===== src/rtl/fwd_pkg.sv =====
// Shared types and constants for the decode-stage forwarding scoreboard.
// Slots mirror the E..W producers still in flight.
package fwd_pkg;

    localparam int REG_AW  = 5;
    localparam int AVAIL_W = 4;

    localparam logic [REG_AW-1:0] REG_ZERO = '0;

    localparam int STG_RF = 0;
    localparam int STG_E  = 1;
    localparam int STG_M  = 2;
    localparam int STG_W  = 3;

    typedef struct packed {
        logic               v;
        logic [REG_AW-1:0]  dst;
        logic [AVAIL_W-1:0] avail;
    } fwd_slot_t;

endpackage


===== src/rtl/fwd_port_match.sv =====
// Youngest-match lookup for one decode read port.
// Yields the forwarding select and this port's stall request.
module fwd_port_match
    import fwd_pkg::*;
#(
    parameter int DEPTH = 3,
    parameter int SEL_W = $clog2(DEPTH + 1)
) (
    input  fwd_slot_t [DEPTH:1]  slots,
    input  logic                 en,
    input  logic [REG_AW-1:0]    addr,
    input  logic [SEL_W-1:0]     need,
    output logic [SEL_W-1:0]     sel,
    output logic                 stall_req
);

    logic               hit;
    int                 hit_k;
    logic [AVAIL_W-1:0] hit_av;

    always_comb begin
        hit    = 1'b0;
        hit_k  = 0;
        hit_av = '0;
        // scan oldest to youngest so the youngest match is the one kept
        for (int k = DEPTH; k >= 1; k--) begin
            if (slots[k].v && slots[k].dst == addr) begin
                hit    = 1'b1;
                hit_k  = k;
                hit_av = slots[k].avail;
            end
        end
    end

    always_comb begin
        sel       = '0;
        stall_req = 1'b0;
        if (en && addr != REG_ZERO && hit) begin
            if (hit_k >= int'(hit_av)) begin
                sel = SEL_W'(hit_k);
            end else if (hit_k + int'(need) < int'(hit_av)) begin
                stall_req = 1'b1;
            end
        end
    end

endmodule


===== src/rtl/fwd_scoreboard.sv =====
// Decode-stage forwarding scoreboard: shift-register slots for E..W,
// per-port forwarding selects, global stall and saturating stall counter.
module fwd_scoreboard
    import fwd_pkg::*;
#(
    parameter int NUM_RD = 2,
    parameter int DEPTH  = 3,
    parameter int SEL_W  = $clog2(DEPTH + 1),
    parameter int CNT_W  = 32
) (
    input  logic                      clk,
    input  logic                      reset,
    input  logic                      issue_valid,
    input  logic [REG_AW-1:0]         issue_dst,
    input  logic [SEL_W-1:0]          issue_avail,
    input  logic                      flush,
    input  logic [NUM_RD-1:0]         rd_en,
    input  logic [REG_AW*NUM_RD-1:0]  rd_addr,
    input  logic [SEL_W*NUM_RD-1:0]   rd_need,
    output logic [SEL_W*NUM_RD-1:0]   fwd_sel,
    output logic                      stall,
    output logic [CNT_W-1:0]          stall_cnt
);

    fwd_slot_t [DEPTH:1]       slots;
    fwd_slot_t                 head;
    logic [NUM_RD-1:0]         req;
    logic [SEL_W*NUM_RD-1:0]   sel_raw;

    always_comb begin
        head.v     = issue_valid & ~stall & ~flush & (issue_dst != REG_ZERO);
        head.dst   = issue_dst;
        head.avail = AVAIL_W'(issue_avail);
    end

    // slots always advance; a stall only turns the new entry into a bubble
    always_ff @(posedge clk or negedge reset) begin
        if (!reset) begin
            slots <= '0;
        end else begin
            slots[1] <= head;
            for (int k = 2; k <= DEPTH; k++) begin
                slots[k] <= slots[k-1];
            end
        end
    end

    always_ff @(posedge clk or negedge reset) begin
        if (!reset) begin
            stall_cnt <= '0;
        end else if (stall && stall_cnt != '1) begin
            stall_cnt <= stall_cnt + 1'b1;
        end
    end

    for (genvar p = 0; p < NUM_RD; p++) begin : g_port
        fwd_port_match #(
            .DEPTH (DEPTH),
            .SEL_W (SEL_W)
        ) u_match (
            .slots     (slots),
            .en        (rd_en[p]),
            .addr      (rd_addr[p*REG_AW +: REG_AW]),
            .need      (rd_need[p*SEL_W +: SEL_W]),
            .sel       (sel_raw[p*SEL_W +: SEL_W]),
            .stall_req (req[p])
        );
    end

    assign stall   = reset & (|req);
    assign fwd_sel = reset ? sel_raw : '0;

endmodule


===== config.mk =====
export PLATFORM = sky130hd
export DESIGN_NAME = fwd_scoreboard
export DESIGN_NICKNAME = d
export VERILOG_FILES = /design/src/rtl/fwd_pkg.sv /design/src/rtl/fwd_port_match.sv /design/src/rtl/fwd_scoreboard.sv
export SDC_FILE = /design/constraint.sdc
export NUM_CORES = 1
export LEC_CHECK = 0
export ABC_AREA = 0
export ABC_CLOCK_PERIOD_IN_PS = 7200
export CAP_MARGIN = 30
export CORE_MARGIN = 10
export CORE_UTILIZATION = 40
export CTS_BUF_LIST = sky130_fd_sc_hd__clkbuf_8
export DETAILED_ROUTE_END_ITERATION = 6
export MAX_ROUTING_LAYER = met4
export PLACE_DENSITY_LB_ADDON = 0.12
export SETUP_SLACK_MARGIN = 0.02
export SYNTH_ARGS = -nofsm -noshare
export SYNTH_HDL_FRONTEND = slang
export SYNTH_SLANG_ARGS = --single-unit

===== constraint.sdc =====
create_clock -name clk -period 7.2 [get_ports clk]
set_input_delay 1.44 -clock clk [delete_from_list [all_inputs] [get_ports clk]]
set_output_delay 1.44 -clock clk [all_outputs]
set_load 0.01 [all_outputs]

==> flow_metrics.env <==
export IMPL_status="finished, final reports clean"
export IMPL_switching_power_w=0.0001417
export IMPL_die_height_um=106.9
export IMPL_wl_per_cell_um=15.21
export IMPL_max_slew_worst_pin_slew_ps=700.2
export IMPL_worstPathRequired_ps=5760
export IMPL_synth_top_area_share_pct=46.38
export IMPL_antenna_cells=0
export IMPL_fin_skew_ps=11.73
export IMPL_clockBufferDepth=2
export IMPL_post_route_min_period_ps=6897
export IMPL_min_path_type="flip-flop to flip-flop"
export IMPL_cts_tree="built"
export IMPL_yosys_cell_types_count=46
export IMPL_grt_max_degree=34
export IMPL_finalPower_w=0.0005622
export IMPL_path_max_fanout=4
export IMPL_p_per_area_nw_per_um2=146.1
export IMPL_slew_violations=0
export IMPL_comb_power_share_pct=9.9
export IMPL_final_nets=399
export IMPL_crit_path_end_kind="primary output"
export IMPL_layout_commonest_cell="clkdlybuf4s50_1"
export IMPL_cts_root_buf="clkbuf_8"
export IMPL_max_slew_margin_rel_pct=53.32
export IMPL_synth_xor_area_share_pct=18.26
export IMPL_cts_sinks=56
export IMPL_switching_share_pct=25.20
export IMPL_p_clk_share_pct=31.6
export IMPL_syn2layout_area_growth_pct=27.37
export IMPL_worst_setup_path_type="input pin to primary output"
export IMPL_finalSetupTns_ps=0
export IMPL_yosysSeqAreaShare_pct=46.38
export IMPL_clkSlewWorstSetupHoldPaths_ps=100
export IMPL_hold_viol_final=0
export IMPL_ant_nets=0
export IMPL_rsz0062_at_grt="false"
export IMPL_synth_fa_ha_area_share_pct=3.727
export IMPL_synth_compound_area_share_pct=6.087
export IMPL_syn_area_per_cell_sq_um=10.28
export IMPL_start_util_pct=41.44
export IMPL_firstDrtPassIters=4
export IMPL_yosys_area_share_simple_pct=21.86
export IMPL_hold_ws_ps=415.5
export IMPL_synth_edff_count=0
export IMPL_wl_um=7040
export IMPL_dpl_hpwl_um=5419
export IMPL_drt_initial_drc_count=50
export IMPL_numCtsBuffers=5
export IMPL_synth_top_flop_cell="dfrtp_1"
export IMPL_final_cell_mix="62 x clkdlybuf4s50_1, 56 x dfrtp_1, 45 x xor2_1"
export IMPL_vdd_ir_drop_max_mv=0.08322
export IMPL_syn_nets=330
export IMPL_gp_routability_congestion=0.8370
export IMPL_io_pin_count=64
export IMPL_async_reset_ff_share_pct=100.0
export IMPL_grt_pass1_wl_um=11960
export IMPL_vias_per_cell=4.989
export IMPL_maxCapViolations=0
export IMPL_die_width_um=106.9
export IMPL_drive_gt1_share_pct=5.220
export IMPL_grt_pass1_vias=2469
export IMPL_remaining_drc_errors=0
export IMPL_n_fill_cell=688
export IMPL_sequentialPowerShare_pct=58.6
export IMPL_insertion_delay_ps=310
export IMPL_antenna_found_initial=0
export IMPL_yosys_area_top_type="dfrtp_1"
export IMPL_synth_area_top_cells="dfrtp_1 46%, xor2_1 13%, xnor2_1 5.2%"
export IMPL_yosysWarnings=0
export IMPL_die_area_sq_um=11430
export IMPL_h_tree_depth=2
export IMPL_multiInputGateArea_sq_um=1541
export IMPL_syn_inst=294
export IMPL_muxShareOfSynthArea_pct=1.077
export IMPL_port_buffers=63
export IMPL_vias=2310
export IMPL_placementRows=31
export IMPL_seqCellArea_sq_um=1401
export IMPL_ys_ff_latch=56
export IMPL_p_leak_nw=1.732
export IMPL_p_int_w=0.0004205
export IMPL_core_area_sq_um=7292
export IMPL_cp_start_kind="input pin"
export IMPL_arrival_ps=5460
export IMPL_synth_top_family_by_area="simple AND/OR/NAND/NOR gates"
export IMPL_period_share_pct=95.79
export IMPL_grt_overflow=0
export IMPL_grt_use_total_pct=13.16
export IMPL_fmax_mhz=145.0
export IMPL_final_setup_viol_count=0
export IMPL_synthesis_area_sq_um=3022
## layer usage
layer	vias up	wire, um	GRT usage, %
met5	-	0	-
li1	1148	-	-
met4	0	81	4.062
met3	6	175	2.216
met1	1116	3359	16.77
met2	40	3424	20.94
## power by group through the flow
stage          Combinational, W  Clock [W]  Sequential, W
6_report              0.0000554   0.000178       0.000329
5_1_grt               0.0000619   0.000204       0.000331
4_1_cts               0.0000564   0.000189       0.000329
3_5_place_dp          0.0000561          0       0.000335
3_3_place_gp          0.0000555          0       0.000336
2_1_floorplan         0.0000248          0       0.000333
## worst max-delay path, cell delays in order
cell and delay, ps:
clkdlybuf4s50_1 510, xor2_1 210, nor3_1 290, and2_1 200, nand2_1 80, o21ai_0 120, nand2_1 110, xnor2_1 140
ha_1 300, ha_1 290, a211oi_1 210, nand3_1 120, or2_2 280, o22ai_1 130, a32oi_1 160, and2b_1 280
clkdlybuf4s50_1 570
## per-stage QoR
| stage | instances | area [sq um] | util [%] | setup slack [ps] |
|---|---|---|---|---|
| 6_report | 463 | 3849 | 52.78 | 302.9 |
| 5_1_grt | 463 | 3849 | 52.78 | 20.11 |
| 4_1_cts | 463 | 3849 | 52.78 | 230.9 |
| 3_5_place_dp | 455 | 3752 | 51.46 | 259.4 |
| 3_3_place_gp | 455 | 3752 | 51.46 | 365.4 |
| 2_1_floorplan | 294 | 3022 | - | 1711 |
## cell usage after synthesis, types with 3 or more instances
master	instances
and3_1	9
buf_6	3
dfrtp_1	56
ha_1	9
inv_1	12
nand2_1	21
nand2b_1	3
nand3_1	13
nand4_1	7
nor2_1	29
nor2b_1	4
nor3_1	10
nor3b_1	3
nor4_1	6
o2111a_1	3
o21ai_0	7
or2_2	3
xnor2_1	18
xor2_1	45
## final timing paths
kind | start | endpoint | slack (ps) | cells past startpoint
min in group asynchronous | reset | stall_cnt[7]$_DFFE_PN0P_ | 1170 | 1
worst max-delay path | rd_addr[7] | stall | 300 | 17
max in group asynchronous | reset | slots[10]$_DFF_PN0_ | 5180 | 2
worst min register to register | slots[10]$_DFF_PN0_ | slots[20]$_DFF_PN0_ | 420 | 0
worst min-delay path | slots[10]$_DFF_PN0_ | slots[20]$_DFF_PN0_ | 420 | 0
worst max register to register | slots[26]$_DFF_PN0_ | stall_cnt[9]$_DFFE_PN0P_ | 3090 | 17
## flip-flops by register name, summed over array words and instances (netlist names)
signal     flops
slots         24
stall_cnt     32
## kinds of logic (layout without fill, tap and decap cells)
logic type	after synthesis	count (layout)
and+or+nand+nor	123	123
adders and majority gates	9	9
DFF	56	56
muxes	3	3
buffers and inverters	15	85
xor gates and xnor gates	63	63
AOI/OAI and AO/OA	25	25
## area by class of cell
cell class	count	area share (%)
Multi-Input combinational cell	223	40.05
Clock inverter	3	0.7152
Timing Repair Buffer	65	16.64
Clock buffer	5	1.788
Sequential cell	56	36.41
Tap cell	99	3.218
Inverter	12	1.170
## timing repair
item	CTS	global route
hold buffers	0	0
endpoints found under the setup margin	0	1
setup buffers	0	0
resized for setup	0	1
Note: power is estimated with default switching activity, not from simulation.
